==> config.mk <==
export PLATFORM = sky130hd
export DESIGN_NAME = tdes_iter
export DESIGN_NICKNAME = d
export VERILOG_FILES = /design/src/rtl/tdes_pkg.sv /design/src/rtl/des_round.sv /design/src/rtl/tdes_iter.sv
export SDC_FILE = /design/constraint.sdc
export NUM_CORES = 1
export LEC_CHECK = 0
export CAP_MARGIN = 40
export CORE_MARGIN = 4
export CORE_UTILIZATION = 61
export DETAILED_ROUTE_END_ITERATION = 7
export PLACE_DENSITY = 0.87
export SYNTH_ARGS = -nofsm -noshare
export SYNTH_HDL_FRONTEND = slang
export SYNTH_HIERARCHICAL = 1
export SYNTH_SLANG_ARGS = --single-unit
==> constraint.sdc <==
create_clock -name clk_i -period 8.15 [get_ports clk_i]
set_clock_uncertainty 0.1 [all_clocks]
set_input_delay 1.2225 -clock clk_i [delete_from_list [all_inputs] [get_ports clk_i]]
set_output_delay 1.2225 -clock clk_i [all_outputs]
set_load 0.005 [all_outputs]
==> src/rtl/tdes_pkg.sv <==
// Shared Triple-DES definitions: permutation and S-box tables, key shift schedules,
// mode encodings, controller state type and the small permutation helpers.
package tdes_pkg;

    localparam logic ENC = 1'b0;
    localparam logic DEC = 1'b1;

    typedef enum logic [1:0] {IDLE, RUN, DONE} state_t;

    // All tables use the 1-based DES bit numbering, bit 1 = MSB.
    localparam int IP_T [64] = '{
        58, 50, 42, 34, 26, 18, 10, 2,  60, 52, 44, 36, 28, 20, 12, 4,
        62, 54, 46, 38, 30, 22, 14, 6,  64, 56, 48, 40, 32, 24, 16, 8,
        57, 49, 41, 33, 25, 17,  9, 1,  59, 51, 43, 35, 27, 19, 11, 3,
        61, 53, 45, 37, 29, 21, 13, 5,  63, 55, 47, 39, 31, 23, 15, 7};

    localparam int FP_T [64] = '{
        40, 8, 48, 16, 56, 24, 64, 32,  39, 7, 47, 15, 55, 23, 63, 31,
        38, 6, 46, 14, 54, 22, 62, 30,  37, 5, 45, 13, 53, 21, 61, 29,
        36, 4, 44, 12, 52, 20, 60, 28,  35, 3, 43, 11, 51, 19, 59, 27,
        34, 2, 42, 10, 50, 18, 58, 26,  33, 1, 41,  9, 49, 17, 57, 25};

    localparam int E_T [48] = '{
        32,  1,  2,  3,  4,  5,   4,  5,  6,  7,  8,  9,
         8,  9, 10, 11, 12, 13,  12, 13, 14, 15, 16, 17,
        16, 17, 18, 19, 20, 21,  20, 21, 22, 23, 24, 25,
        24, 25, 26, 27, 28, 29,  28, 29, 30, 31, 32,  1};

    localparam int P_T [32] = '{
        16,  7, 20, 21, 29, 12, 28, 17,   1, 15, 23, 26,  5, 18, 31, 10,
         2,  8, 24, 14, 32, 27,  3,  9,  19, 13, 30,  6, 22, 11,  4, 25};

    localparam int PC1_T [56] = '{
        57, 49, 41, 33, 25, 17,  9,   1, 58, 50, 42, 34, 26, 18,
        10,  2, 59, 51, 43, 35, 27,  19, 11,  3, 60, 52, 44, 36,
        63, 55, 47, 39, 31, 23, 15,   7, 62, 54, 46, 38, 30, 22,
        14,  6, 61, 53, 45, 37, 29,  21, 13,  5, 28, 20, 12,  4};

    localparam int PC2_T [48] = '{
        14, 17, 11, 24,  1,  5,   3, 28, 15,  6, 21, 10,
        23, 19, 12,  4, 26,  8,  16,  7, 27, 20, 13,  2,
        41, 52, 31, 37, 47, 55,  30, 40, 51, 45, 33, 48,
        44, 49, 39, 56, 34, 53,  46, 42, 50, 36, 29, 32};

    // Indexed by {row, col} = {b5, b0, b4..b1} of the 6-bit group.
    localparam int SBOX [8][64] = '{
        '{14, 4,13, 1, 2,15,11, 8, 3,10, 6,12, 5, 9, 0, 7,
           0,15, 7, 4,14, 2,13, 1,10, 6,12,11, 9, 5, 3, 8,
           4, 1,14, 8,13, 6, 2,11,15,12, 9, 7, 3,10, 5, 0,
          15,12, 8, 2, 4, 9, 1, 7, 5,11, 3,14,10, 0, 6,13},
        '{15, 1, 8,14, 6,11, 3, 4, 9, 7, 2,13,12, 0, 5,10,
           3,13, 4, 7,15, 2, 8,14,12, 0, 1,10, 6, 9,11, 5,
           0,14, 7,11,10, 4,13, 1, 5, 8,12, 6, 9, 3, 2,15,
          13, 8,10, 1, 3,15, 4, 2,11, 6, 7,12, 0, 5,14, 9},
        '{10, 0, 9,14, 6, 3,15, 5, 1,13,12, 7,11, 4, 2, 8,
          13, 7, 0, 9, 3, 4, 6,10, 2, 8, 5,14,12,11,15, 1,
          13, 6, 4, 9, 8,15, 3, 0,11, 1, 2,12, 5,10,14, 7,
           1,10,13, 0, 6, 9, 8, 7, 4,15,14, 3,11, 5, 2,12},
        '{ 7,13,14, 3, 0, 6, 9,10, 1, 2, 8, 5,11,12, 4,15,
          13, 8,11, 5, 6,15, 0, 3, 4, 7, 2,12, 1,10,14, 9,
          10, 6, 9, 0,12,11, 7,13,15, 1, 3,14, 5, 2, 8, 4,
           3,15, 0, 6,10, 1,13, 8, 9, 4, 5,11,12, 7, 2,14},
        '{ 2,12, 4, 1, 7,10,11, 6, 8, 5, 3,15,13, 0,14, 9,
          14,11, 2,12, 4, 7,13, 1, 5, 0,15,10, 3, 9, 8, 6,
           4, 2, 1,11,10,13, 7, 8,15, 9,12, 5, 6, 3, 0,14,
          11, 8,12, 7, 1,14, 2,13, 6,15, 0, 9,10, 4, 5, 3},
        '{12, 1,10,15, 9, 2, 6, 8, 0,13, 3, 4,14, 7, 5,11,
          10,15, 4, 2, 7,12, 9, 5, 6, 1,13,14, 0,11, 3, 8,
           9,14,15, 5, 2, 8,12, 3, 7, 0, 4,10, 1,13,11, 6,
           4, 3, 2,12, 9, 5,15,10,11,14, 1, 7, 6, 0, 8,13},
        '{ 4,11, 2,14,15, 0, 8,13, 3,12, 9, 7, 5,10, 6, 1,
          13, 0,11, 7, 4, 9, 1,10,14, 3, 5,12, 2,15, 8, 6,
           1, 4,11,13,12, 3, 7,14,10,15, 6, 8, 0, 5, 9, 2,
           6,11,13, 8, 1, 4,10, 7, 9, 5, 0,15,14, 2, 3,12},
        '{13, 2, 8, 4, 6,15,11, 1,10, 9, 3,14, 5, 0,12, 7,
           1,15,13, 8,10, 3, 7, 4,12, 5, 6,11, 0,14, 9, 2,
           7,11, 4, 1, 9,12,14, 2, 0, 6,10,13,15, 3, 5, 8,
           2, 1,14, 7, 4,10, 8,13,15,12, 9, 0, 3, 5, 6,11}};

    localparam int ENC_SHIFT [16] = '{1, 1, 2, 2, 2, 2, 2, 2, 1, 2, 2, 2, 2, 2, 2, 1};
    localparam int DEC_SHIFT [16] = '{0, 1, 2, 2, 2, 2, 2, 2, 1, 2, 2, 2, 2, 2, 2, 1};

    function automatic bit rpc_legal(input int n);
        return (n == 1) || (n == 2) || (n == 4) || (n == 8) || (n == 16);
    endfunction

    function automatic logic [63:0] perm_ip(input logic [63:0] x);
        logic [63:0] y;
        for (int i = 0; i < 64; i++) y[63-i] = x[64-IP_T[i]];
        return y;
    endfunction

    function automatic logic [63:0] perm_fp(input logic [63:0] x);
        logic [63:0] y;
        for (int i = 0; i < 64; i++) y[63-i] = x[64-FP_T[i]];
        return y;
    endfunction

    function automatic logic [47:0] perm_e(input logic [31:0] x);
        logic [47:0] y;
        for (int i = 0; i < 48; i++) y[47-i] = x[32-E_T[i]];
        return y;
    endfunction

    function automatic logic [31:0] perm_p(input logic [31:0] x);
        logic [31:0] y;
        for (int i = 0; i < 32; i++) y[31-i] = x[32-P_T[i]];
        return y;
    endfunction

    function automatic logic [55:0] perm_pc1(input logic [63:0] x);
        logic [55:0] y;
        for (int i = 0; i < 56; i++) y[55-i] = x[64-PC1_T[i]];
        return y;
    endfunction

    function automatic logic [47:0] perm_pc2(input logic [55:0] x);
        logic [47:0] y;
        for (int i = 0; i < 48; i++) y[47-i] = x[56-PC2_T[i]];
        return y;
    endfunction

    function automatic logic [27:0] rot_cd(input logic [27:0] v, input logic [1:0] amt,
                                           input logic right);
        logic [27:0] y;
        y = v;
        if (amt == 2'd1) y = right ? {v[0], v[27:1]} : {v[26:0], v[27]};
        if (amt == 2'd2) y = right ? {v[1:0], v[27:2]} : {v[25:0], v[27:26]};
        return y;
    endfunction

endpackage

==> src/rtl/des_round.sv <==
// One combinational DES Feistel round: (L, R, K) -> (R, L ^ f(R, K)).
module des_round
    import tdes_pkg::*;
(
    input  logic [31:0] l,
    input  logic [31:0] r,
    input  logic [47:0] subkey,
    output logic [31:0] l_next,
    output logic [31:0] r_next
);

    logic [47:0] mixed;
    logic [31:0] s_out;

    always_comb begin
        s_out = '0;
        mixed = perm_e(r) ^ subkey;
        for (int j = 0; j < 8; j++) begin
            logic [5:0] grp;
            grp = mixed[47-6*j -: 6];
            s_out[31-4*j -: 4] = 4'(SBOX[j][{grp[5], grp[0], grp[4:1]}]);
        end
    end

    assign l_next = r;
    assign r_next = l ^ perm_p(s_out);

endmodule

==> src/rtl/tdes_iter.sv <==
// Iterative Triple-DES (EDE) engine, ROUNDS_PER_CYCLE Feistel rounds per clock.
// Optional CBC chaining is compiled in with the TDES_ITER_CBC_EN macro.
//
// state | meaning
// IDLE  | accept_o high, waiting for valid_i
// RUN   | applying rounds over the three stages
// DONE  | result held on data_o until ready_i
module tdes_iter
    import tdes_pkg::*;
#(
    parameter int ROUNDS_PER_CYCLE = 1
) (
    input  logic        clk_i,
    input  logic        reset_i,
    input  logic        mode_i,
    input  logic [0:63] key1_i,
    input  logic [0:63] key2_i,
    input  logic [0:63] key3_i,
    input  logic [0:63] data_i,
    input  logic        valid_i,
    output logic        accept_o,
    output logic [0:63] data_o,
    output logic        valid_o,
    input  logic        ready_i
`ifdef TDES_ITER_CBC_EN
    ,
    input  logic [0:63] iv_i,
    input  logic        iv_load_i
`endif
);

    localparam int RPC = ROUNDS_PER_CYCLE;
    localparam logic [5:0] CNT_LAST = 6'(48 / RPC - 1);

    if (!rpc_legal(ROUNDS_PER_CYCLE)) begin : g_rpc_bad
        $error("ROUNDS_PER_CYCLE must be 1, 2, 4, 8 or 16");
    end

    state_t      state;
    logic        mode_q;
    logic [63:0] k1_q, k2_q, k3_q;
    logic [31:0] l_q, r_q;
    logic [27:0] c_q, d_q;
    logic [5:0]  cnt;

    logic [5:0]  rnd_pos;
    logic [1:0]  stage;
    logic [3:0]  rnd_base;
    logic        st_dec, stage_end, last;
    logic [63:0] first_key, next_key, core_in, core_out, result;
    logic [27:0] c_first, d_first, c_next, d_next;

    assign rnd_pos   = cnt * 6'(RPC);
    assign stage     = rnd_pos[5:4];
    assign rnd_base  = rnd_pos[3:0];
    assign st_dec    = (mode_q == DEC) ^ (stage == 2'd1);
    assign stage_end = ({1'b0, rnd_base} + 5'(RPC)) == 5'd16;
    assign last      = (cnt == CNT_LAST);

    // Encrypt runs E(k1) D(k2) E(k3); decrypt runs D(k3) E(k2) D(k1).
    assign first_key = (mode_i == ENC) ? key1_i : key3_i;
    assign next_key  = (stage == 2'd0) ? k2_q : ((mode_q == ENC) ? k3_q : k1_q);
    assign {c_first, d_first} = perm_pc1(first_key);
    assign {c_next, d_next}   = perm_pc1(next_key);

    logic [31:0] l_ch [RPC+1];
    logic [31:0] r_ch [RPC+1];
    logic [27:0] c_ch [RPC+1];
    logic [27:0] d_ch [RPC+1];

    assign l_ch[0] = l_q;
    assign r_ch[0] = r_q;
    assign c_ch[0] = c_q;
    assign d_ch[0] = d_q;

    for (genvar k = 0; k < RPC; k++) begin : g_round
        logic [3:0]  idx;
        logic [1:0]  amt;
        logic [47:0] subkey;

        assign idx     = rnd_base + 4'(k);
        assign amt     = st_dec ? 2'(DEC_SHIFT[idx]) : 2'(ENC_SHIFT[idx]);
        assign c_ch[k+1] = rot_cd(c_ch[k], amt, st_dec);
        assign d_ch[k+1] = rot_cd(d_ch[k], amt, st_dec);
        assign subkey  = perm_pc2({c_ch[k+1], d_ch[k+1]});

        des_round u_round (
            .l      (l_ch[k]),
            .r      (r_ch[k]),
            .subkey (subkey),
            .l_next (l_ch[k+1]),
            .r_next (r_ch[k+1])
        );
    end

    assign core_out = perm_fp({r_ch[RPC], l_ch[RPC]});

`ifdef TDES_ITER_CBC_EN
    logic [63:0] chain_q, chain_eff, blk_q;

    assign chain_eff = iv_load_i ? iv_i : chain_q;
    assign core_in   = (mode_i == ENC) ? (data_i ^ chain_eff) : data_i;
    assign result    = (mode_q == DEC) ? (core_out ^ chain_q) : core_out;

    always_ff @(posedge clk_i or negedge reset_i) begin
        if (!reset_i) begin
            chain_q <= '0;
            blk_q   <= '0;
        end else begin
            if (state == IDLE && valid_i && accept_o) blk_q <= data_i;
            if (state == IDLE && iv_load_i)
                chain_q <= iv_i;
            else if (state == RUN && last)
                chain_q <= (mode_q == DEC) ? blk_q : result;
        end
    end
`else
    assign core_in = data_i;
    assign result  = core_out;
`endif

    always_ff @(posedge clk_i or negedge reset_i) begin
        if (!reset_i) begin
            state    <= IDLE;
            accept_o <= 1'b0;
            valid_o  <= 1'b0;
            data_o   <= '0;
            mode_q   <= ENC;
            k1_q     <= '0;
            k2_q     <= '0;
            k3_q     <= '0;
            l_q      <= '0;
            r_q      <= '0;
            c_q      <= '0;
            d_q      <= '0;
            cnt      <= '0;
        end else begin
            unique case (state)
                IDLE: begin
                    accept_o <= 1'b1;
                    if (valid_i && accept_o) begin
                        accept_o   <= 1'b0;
                        mode_q     <= mode_i;
                        k1_q       <= key1_i;
                        k2_q       <= key2_i;
                        k3_q       <= key3_i;
                        {l_q, r_q} <= perm_ip(core_in);
                        c_q        <= c_first;
                        d_q        <= d_first;
                        cnt        <= '0;
                        state      <= RUN;
                    end
                end
                RUN: begin
                    if (last) begin
                        data_o  <= result;
                        valid_o <= 1'b1;
                        state   <= DONE;
                    end else begin
                        cnt <= cnt + 6'd1;
                        // FP then IP between stages cancels, leaving only the half swap.
                        if (stage_end) begin
                            l_q <= r_ch[RPC];
                            r_q <= l_ch[RPC];
                            c_q <= c_next;
                            d_q <= d_next;
                        end else begin
                            l_q <= l_ch[RPC];
                            r_q <= r_ch[RPC];
                            c_q <= c_ch[RPC];
                            d_q <= d_ch[RPC];
                        end
                    end
                end
                DONE: begin
                    if (valid_o && ready_i) begin
                        valid_o  <= 1'b0;
                        accept_o <= 1'b1;
                        state    <= IDLE;
                    end
                end
                default: state <= IDLE;
            endcase
        end
    end

endmodule
# Word level (Yosys, flattened, before mapping)

Memories as Yosys holds them, arrays and structs flattened.
Index checks and enable logic that the tools add are counted.

$add $sub $neg: 2
$lt $le $gt $ge: 9
Equal/unequal tests: 13
Muxes and demuxes: 61
Bitwise operators: 12
Reduce and logical (&&, ||, !) cells: 15

Operators by type and width:

| operator                                                               | count |
|---|---|
| 28-bit two-way mux                                                     | 14 |
| 32-bit two-way mux                                                     | 6 |
| 64-bit two-way mux                                                     | 3 |
| 32-bit one-hot mux with 2 select lines                                 | 2 |
| 28-bit one-hot mux with 2 select lines                                 | 2 |
| 4-bit two-way mux                                                      | 16 |
| 7-bit greater-or-equal comparator (second input constant)              | 8 |
| 6-bit NOT with 7-bit output                                            | 8 |
| 48-bit bitwise XOR                                                     | 1 |
| 32-bit bitwise XOR                                                     | 1 |
| 2-bit two-way mux                                                      | 8 |
| 6-bit two-way mux                                                      | 2 |
| 6-bit one-hot mux with 2 select lines                                  | 1 |
| 2-bit inequality test (second input constant)                          | 5 |
| 3-bit AND reduction                                                    | 3 |
| 4-bit AND reduction                                                    | 2 |
| 6-bit by 1-bit adder with 6-bit output (second input constant)         | 1 |
| 2-bit by 1-bit equality test with 1-bit output (second input constant) | 3 |
| 6-bit equality test (second input constant)                            | 1 |
| 2-bit one-hot mux with 3 select lines                                  | 1 |
| 2-bit AND reduction                                                    | 3 |
| 2-bit nonzero test                                                     | 3 |
| 4-bit by 1-bit adder with 5-bit output (second input constant)         | 1 |
| 5-bit equality test (second input constant)                            | 1 |
| other kinds (9)                                                        | 16 |

Bits in registers: 387
Bits in read-only memories: 17408
Input port bits: 261
Output and inout port bits: 66
Memories: 10

Memory list:

| memory          | words | bits a word | rd ports | clocked after Yosys merged registers in | write ports | RTL line        | RTL |
|---|---|---|---|---|---|---|---|
| (no name shown) | 64    | 32          | 1        | 0                                       | 0           | des_round.sv:21 | `s_out[31-4*j -: 4] = 4'(SBOX[j][{grp[5], grp[0], grp[4:1]}]);` |
| (no name shown) | 64    | 32          | 1        | 0                                       | 0           | des_round.sv:21 |  |
| (no name shown) | 64    | 32          | 1        | 0                                       | 0           | des_round.sv:21 |  |
| (no name shown) | 64    | 32          | 1        | 0                                       | 0           | des_round.sv:21 |  |
| (no name shown) | 64    | 32          | 1        | 0                                       | 0           | des_round.sv:21 |  |
| (no name shown) | 64    | 32          | 1        | 0                                       | 0           | des_round.sv:21 |  |
| +4 memories     | n/a   | n/a         | n/a      | n/a                                     | n/a         | n/a             |  |

# Logic depth before layout (Yosys ltp)

Gate-level depths: netlist of run 1.

Word-level depth: 17
Gate-level depth with buffers: 23
Gate-level depth less buffers: 20

# Modules after synthesis

The synthesis of run 1 kept the hierarchy.

Modules (own cells, without submodules):

| module    | times used | cells each | area an instance (µm²) |
|---|---|---|---|
| tdes_iter | 1          | 2196       | 19892.8 |
| des_round | 1          | 744        | 5614.1 |

# Worst setup path before layout of run 1

Ideal clock, no wire load.

Path kind: register to register
Start point: register cnt[1]
End point: register r_q[6]
Arrival time: 4491 ps
Required time: 7924 ps
Slack: 3433 ps
Stages on the path, launching flop included: 19
Path buffers: 2
Period minus slack after synthesis: 4717 ps
Cells stage by stage: dfrtp_1 inv_1 ha_1 nor2b_1 o31ai_4 o211a_1 buf_4 buf_6 mux2_1 mux2_2 xnor2_1 inv_1 ha_1 mux4_2 mux4_2 xnor2_1 nand2_1 a21oi_1 a221o_1

RTL lines:

| element                | RTL line         | RTL |
|---|---|---|
| start, declared        | tdes_iter.sv:44  | `logic [5:0] cnt;` |
| start signal, assigned | tdes_iter.sv:160 | `cnt <= cnt + 6'd1;` |
| end signal, assigned   | tdes_iter.sv:147 | `{l_q, r_q} <= perm_ip(core_in);` |
| end signal, assigned   | tdes_iter.sv:164 | `r_q <= l_ch[RPC];` |
| end signal, assigned   | tdes_iter.sv:169 | `r_q <= r_ch[RPC];` |
| end, declared          | tdes_iter.sv:42  | `logic [31:0] l_q, r_q;` |

==> results of run 1 <==
-- state kept, by name, indices dropped and copies added (netlist names) --
name and cells:
cnt 6, r_q 32, state 2, l_q 32
accept_o 1, c_q 28, k3_q 56, d_q 28
mode_q 1, valid_o 1, k2_q 56, data_o 64
k1_q 56
-- metrics by stage --
| step | hold slack (ns) | utilization, % |
|---|---|---|
| finish | 0.370 | 72.8 |
| detailed placement | 0.356 | 69.4 |
| floorplan | 0.338 | - |
| global route | 0.392 | 72.8 |
| CTS | 0.370 | 72.7 |
| global placement | 0.353 | 69.1 |
-- final timing paths --
path	cells past startpoint	to	start	slack, ns
min	2	k3_q[13]	k3_q[13]	0.37
max	16	r_q[4]	mode_q	1.53
max reg2reg	16	r_q[4]	mode_q	1.53
min reg2reg	2	k3_q[13]	k3_q[13]	0.37
min in group asynchronous	1	k3_q[63]	reset_i	0.58
max in group asynchronous	2	mode_q	reset_i	5.75
-- kinds of logic after synthesis --
family | count (synthesis) | share of synthesized area (%)
AOI/OAI and AO/OA | 627 | 17.2
xor gates and xnor gates | 134 | 4.91
adders and majority gates | 67 | 3.29
buffers and inverters | 316 | 5.84
DFF | 363 | 35.6
muxes | 381 | 16.9
and+or+nand+nor | 1052 | 16.2
-- power by group through the flow --
stage	combinational, mW	clock (mW)	sequential (mW)
6_report	0.212	1.93	1.80
5_1_grt	0.223	2.01	1.80
4_1_cts	0.212	1.94	1.80
3_5_place_dp	0.211	0	1.84
3_3_place_gp	0.208	0	1.84
2_1_floorplan	0.0258	0	1.84
-- worst min-delay path: stages, from the launching register on --
cell     delay [ns]
dfrtp_1        0.34
nand2_1        0.05
nand2_1        0.05
-- final cells by class --
type	instances	share of cell area, %
timing repair buffer	357	11.7
sequential	363	30.4
clock buffer	59	4.03
clock inverter	15	0.573
inverter	76	0.954
multi-input combinational	2261	50.2
antenna	1	0.00837
tap	532	2.23
-- cells in the final DEF (no fill, tap or decap), types with 22 or more instances in the layout --
cell / count
xnor2_1: 73
a21oi_1: 161
mux4_2: 24
inv_1: 73
o311ai_1: 42
nor2_1: 92
clkdlybuf4s50_1: 300
nand3_1: 22
dfrtp_1: 362
o221ai_1: 51
buf_4: 49
ha_1: 67
o21ai_0: 127
nand2_1: 867
nor3_1: 26
clkbuf_16: 42
xor2_1: 52
mux2i_1: 218
mux2_2: 122
o211ai_1: 33
a211oi_1: 28
a221o_1: 73
-- metal layers --
metal / vias up / track usage (%)
li1: 10700 / -
met1: 11500 / 45.9
met2: 1135 / 57.7
met3: 246 / 6.21
met4: 0 / 15.5
met5: - / 0
==> impl_metrics.env, run 1 <==
export IMPL_wire_length_the_detailed_router_placed_on_met1_um=32000
export IMPL_layout_worst_path_cycle_share_pct=81.2
export IMPL_finalMaxSlewViolations=0
export IMPL_hpwlAfterDp_um=56200
export IMPL_p_per_area_nw_per_um2=132
export IMPL_first_pass_iters=8
export IMPL_global_route_overflow_total=0
export IMPL_post_route_worst_setup_slack_ns=1.53
export IMPL_synth_common_cells="869 x nand2_1, 363 x dfrtp_1, 218 x mux2i_1"
export IMPL_fillCellCount=3077
export IMPL_power_share_clock_pct=48.9
export IMPL_synthArstFlopShare_pct=100
export IMPL_hold_violations=0
export IMPL_remaining_drc_errors=6
export IMPL_power_combinational_fraction_pct=5.4
export IMPL_fin_setup_tns_ns=0
export IMPL_max_freq_ghz=0.151
export IMPL_dr_wl_met2_um=39200
export IMPL_timing_critical_path_arrival_ns=6.97
export IMPL_post_synth_cell_area_avg_um2=8.68
export IMPL_cts_clk_slew_worst_paths_ns=0.06
export IMPL_hold_class="reg -> reg"
export IMPL_netlist_cell_type_count=73
export IMPL_clock_root_buffer="clkbuf_16"
export IMPL_synthesized_netlist_net_count=3268
export IMPL_numCtsBuffers=41
export IMPL_irDropWorstVdd_v=0.000115
export IMPL_ctsLongestPathBuffers=3
export IMPL_netlist_top_cell_by_area="dfrtp_1"
export IMPL_crit_path_max_fanout=53
export IMPL_drt_iter0_drc=2931
export IMPL_max_slew_worst_pin_slew_ns=1.06
export IMPL_synth_cell_area_um2=25500
export IMPL_floorplan_initialDensity_pct=62.0
export IMPL_failing_checks="DRC"
export IMPL_synth_sequential_area_ratio_pct=35.6
export IMPL_tritoncts_clock_tree="done"
export IMPL_floorplan_rows=74
export IMPL_cts_repair_timing_setup_buffer_count=0
export IMPL_layout_cell_area_non_filler_um2=29900
export IMPL_unrepaired_setup_endpoints_after_global_routing="no"
export IMPL_worst_path_buf_inv=3
export IMPL_postCtsResizedCells=0
export IMPL_floorplan_die_width_um=212
export IMPL_vias_per_cell=6.42
export IMPL_status="complete, but fails checks"
export IMPL_synth_yosys_warnings=6
export IMPL_share_seq_of_total_power_pct=45.7
export IMPL_dr_wl_met3_um=6520
export IMPL_ff_latch_area_um2=9090
export IMPL_critical_path_top_delay_family="compound AO/OA/AOI/OAI gates"
export IMPL_cts_hold_buffers=0
export IMPL_post_place_ws_ns=1.74
export IMPL_power_switching_mw=0.895
export IMPL_cts_sinks=363
export IMPL_cap_viol_max_count=0
export IMPL_first_pass_grt_wire_length_um=127000
export IMPL_multiInputGateArea_um2=15000
export IMPL_worst_path_class_setup="reg -> reg"
export IMPL_dpl_cell_count=3586
export IMPL_postSynthCellCount=2940
export IMPL_area_delta_synth_final_pct=17.3
export IMPL_wl_um=81600
export IMPL_die_area_um2=45100
export IMPL_gpl_final_weighted_congestion=0.995
export IMPL_final_period_minus_worst_setup_slack_ns=6.62
export IMPL_buffer_ports_inserted=302
export IMPL_swShare_pct=22.7
export IMPL_worstSkewPairLatency_ns=0.58
export IMPL_worst_endpoint_required_ns=8.50
export IMPL_critical_path_startpoint_type="register"
export IMPL_critPathSlowestCell="dfrtp_4"
export IMPL_final_layout_size_suffix_gt1_share_pct=9.71
export IMPL_grt_start_max_net_pins=193
export IMPL_synth_top_cell_area_share_pct=35.6
export IMPL_h_tree_depth=2
export IMPL_drtAntennaViolNets=0
export IMPL_internal_power_mw=3.05
export IMPL_final_nets=3428
export IMPL_track_usage_pct=35.1
export IMPL_placed_cell_area_um2=28500
export IMPL_synth_most_common_cell="nand2_1"
export IMPL_core_area_um2=41100
export IMPL_critical_path_endpoint_type="register"
export IMPL_highest_signal_layer="met4"
export IMPL_route_vias_total=23500
export IMPL_crit_path_max_incr_delay_ns=0.93
export IMPL_power_total_mw=3.94
export IMPL_wl_per_cell_um=22.3
export IMPL_leakagePower_nw=13.6
export IMPL_grt_antenna_before_repair=1
export IMPL_synthFlopType="dfrtp_1"
export IMPL_chipHeight_um=212
export IMPL_relSlewSlack_pct=29.4
export IMPL_synth_top_cells_by_area="dfrtp_1 36%, nand2_1 13%, mux2i_1 8.6%"
export IMPL_setup_viol_count_final=0
export IMPL_first_global_vias=22900
export IMPL_fin_cells=3664
export IMPL_synth_edff_count=0
export IMPL_num_io_pins=327
export IMPL_path_cells="xor2_4 > buf_4 > o21ai_2 > o21ai_4 > buf_12 > mux2_2 > xor2_1 > inv_1 > ha_1 > a22o_1 > a221o_1 > a21oi_1 > xnor2_1 > nand2_1 > a21oi_1 > a221o_1"
export IMPL_synth_seq_cells=363
(Power assumes the default switching activity.)
==> run 2, diff against run 1 <==
--- a/config.mk
+++ b/config.mk
@@ -7,9 +7,9 @@
 export LEC_CHECK = 0
 export CAP_MARGIN = 40
 export CORE_MARGIN = 4
-export CORE_UTILIZATION = 61
+export CORE_UTILIZATION = 52
 export DETAILED_ROUTE_END_ITERATION = 7
-export PLACE_DENSITY = 0.87
+export PLACE_DENSITY = 0.79
 export SYNTH_ARGS = -nofsm -noshare
 export SYNTH_HDL_FRONTEND = slang
 export SYNTH_HIERARCHICAL = 1
==> constraint.sdc (replaced) <==
create_clock -name clk_i -period 5.7 [get_ports clk_i]
set_clock_uncertainty 0.1 [all_clocks]
set_input_delay 0.855 -clock clk_i [delete_from_list [all_inputs] [get_ports clk_i]]
set_output_delay 0.855 -clock clk_i [all_outputs]
set_load 0.005 [all_outputs]
==> run 2 against run 1 <==
Effect of this change: the flow now finishes without violations; maximum frequency rose by 24%; die area rose by 17%; combinational power rose by 44%; setup slack got worse by 1.2 ns; critical endpoint is now l_q[29].
==> impl_metrics.env, run 2 (synthesis gave the netlist of run 1 again) <==
export IMPL_status="finished, final reports clean"
export IMPL_floorplan_rows=80
export IMPL_h_tree_depth=2
export IMPL_clock_root_buffer="clkbuf_16"
export IMPL_relSlewSlack_pct=24.1
export IMPL_setup_viol_count_final=0
export IMPL_layout_worst_path_cycle_share_pct=93.9
export IMPL_area_delta_synth_final_pct=20.1
export IMPL_wl_per_cell_um=22.2
export IMPL_vias_per_cell=6.10
export IMPL_largest_register_ff_count=64
export IMPL_cts_hold_buffers=0
export IMPL_drt_iter0_drc=2577
export IMPL_leakagePower_nw=13.9
export IMPL_first_pass_grt_wire_length_um=133000
export IMPL_max_slew_worst_pin_slew_ns=1.14
export IMPL_buffer_ports_inserted=302
export IMPL_irDropWorstVdd_v=0.000186
export IMPL_route_vias_total=23400
export IMPL_cap_viol_max_count=0
export IMPL_cts_clk_slew_worst_paths_ns=0.06
export IMPL_hold_violations=0
export IMPL_first_pass_iters=6
export IMPL_crit_path_max_fanout=23
export IMPL_wl_um=85200
export IMPL_grt_start_max_net_pins=143
export IMPL_drtAntennaViolNets=0
export IMPL_layout_commonest_cell="nand2_1"
export IMPL_layout_cell_area_non_filler_um2=30600
export IMPL_critPathSlowestCell="o31ai_4"
export IMPL_core_area_um2=48100
export IMPL_crit_path_max_incr_delay_ns=0.50
export IMPL_post_route_util_pct=63.7
export IMPL_p_per_area_nw_per_um2=186
export IMPL_unrepaired_setup_endpoints_after_global_routing="no"
export IMPL_critical_path_top_delay_family="compound AO/OA/AOI/OAI gates"
export IMPL_numCtsBuffers=41
export IMPL_fillCellCount=3979
export IMPL_floorplan_initialDensity_pct=53.0
export IMPL_fin_setup_tns_ns=0
export IMPL_path_cells="inv_1 > ha_1 > nor2b_1 > o31ai_4 > o211a_4 > buf_12 > mux2i_1 > mux2_2 > xor2_1 > inv_1 > ha_1 > mux4_1 > nor2_1 > a211oi_1 > a21oi_1 > xor2_1 > nand2_1 > a21oi_1 > a221o_1"
export IMPL_timing_critical_path_arrival_ns=5.70
export IMPL_gpl_final_weighted_congestion=0.918
export IMPL_placed_cell_area_um2=29200
export IMPL_critical_path_endpoint_type="register"
export IMPL_top_register="data_o"
export IMPL_floorplan_die_width_um=229
export IMPL_final_period_minus_worst_setup_slack_ns=5.35
export IMPL_finalMaxSlewViolations=0
export IMPL_max_freq_ghz=0.187
export IMPL_global_route_overflow_total=0
export IMPL_tritoncts_clock_tree="done"
export IMPL_die_area_um2=52700
export IMPL_grt_antenna_before_repair=2
export IMPL_hold_class="in -> async"
export IMPL_chipHeight_um=229
export IMPL_cts_sinks=363
export IMPL_first_global_vias=23000
export IMPL_worstSkewPairLatency_ns=0.57
export IMPL_hpwlAfterDp_um=60500
export IMPL_ctsLongestPathBuffers=3
export IMPL_worst_endpoint_required_ns=6.04
export IMPL_track_usage_pct=31.4
export IMPL_num_io_pins=327
export IMPL_final_nets=3477
export IMPL_mostFrequentLayoutCells="867 x nand2_1, 362 x dfrtp_1, 300 x clkdlybuf4s50_1"
export IMPL_worst_path_buf_inv=3
export IMPL_final_layout_size_suffix_gt1_share_pct=11.3
export IMPL_worst_path_class_setup="reg -> reg"
export IMPL_remaining_drc_errors=0
export IMPL_critical_path_startpoint_type="register"
## run 2: worst paths after layout
check                          from  endpoint  slack, ns  depth (start not counted)
max                          cnt[1]   l_q[29]       0.35                         19
min                         reset_i  k2_q[55]       0.21                          1
min in group clk_i         k2_q[22]  k2_q[22]       0.37                          2
max in group asynchronous   reset_i    mode_q       3.97                          2
min reg2reg                k2_q[22]  k2_q[22]       0.37                          2
max reg2reg                  cnt[1]   l_q[29]       0.35                         19
## run 2: per-stage QoR
stage	worst slack, ns	hold WS [ns]	power (mW)	cells
final	0.347	0.206	5.69	3839
after global routing	0.0609	0.251	5.84	3838
after CTS	0.125	0.215	5.72	3836
after detailed placement	0.144	0.355	2.93	3761
after global placement	0.270	0.352	2.93	3753
after floorplan	0.983	0.338	2.66	2940
## run 2: power breakdown
group          total, mW  switching (mW)  internal, mW
Clock               2.81            1.17          1.63
Sequential          2.58               0          2.58
Combinational      0.305           0.136         0.169
Total               5.69            1.31          4.38
## run 2: layer usage
metal,global-route usage [%],vias to the layer above,wire length [um]
li1,-,10800,-
met1,40.9,11500,34400
met2,51.9,916,41200
met3,5.07,217,5530
met4,13.4,0,4090
met5,0,-,0
## run 2: area by class of cell
| cell class | instances | area [um^2] | area share (%) |
|---|---|---|---|
| antenna | 2 | 5.00 | 0.0163 |
| clock buffer | 53 | 1160 | 3.79 |
| clock inverter | 22 | 250 | 0.817 |
| inverter | 76 | 285 | 0.931 |
| multi-input combinational | 2261 | 15000 | 49.0 |
| sequential | 363 | 9090 | 29.7 |
| tap | 656 | 821 | 2.68 |
| timing repair buffer | 406 | 4010 | 13.1 |
## run 2: timing repair
| action | 4_1_cts | 5_1_grt |
|---|---|---|
| buffers inserted | 0 | 1 |
| setup endpoints to repair | 0 | 22 |
| gates resized for setup | 0 | 3 |
## run 2: worst reg2reg max path, delay by kind of cell (launching register included)
kind / cells / cell delay (ns)
multiplexers: 3 / 1.04
adder cells (fa/ha/maj): 2 / 0.43
buffers and inverters: 3 / 0.67
flip-flops: 1 / 0.45
AND/OR/NAND/NOR: 3 / 0.27
XOR/XNOR: 2 / 0.61
AO/OA/AOI/OAI: 6 / 1.67
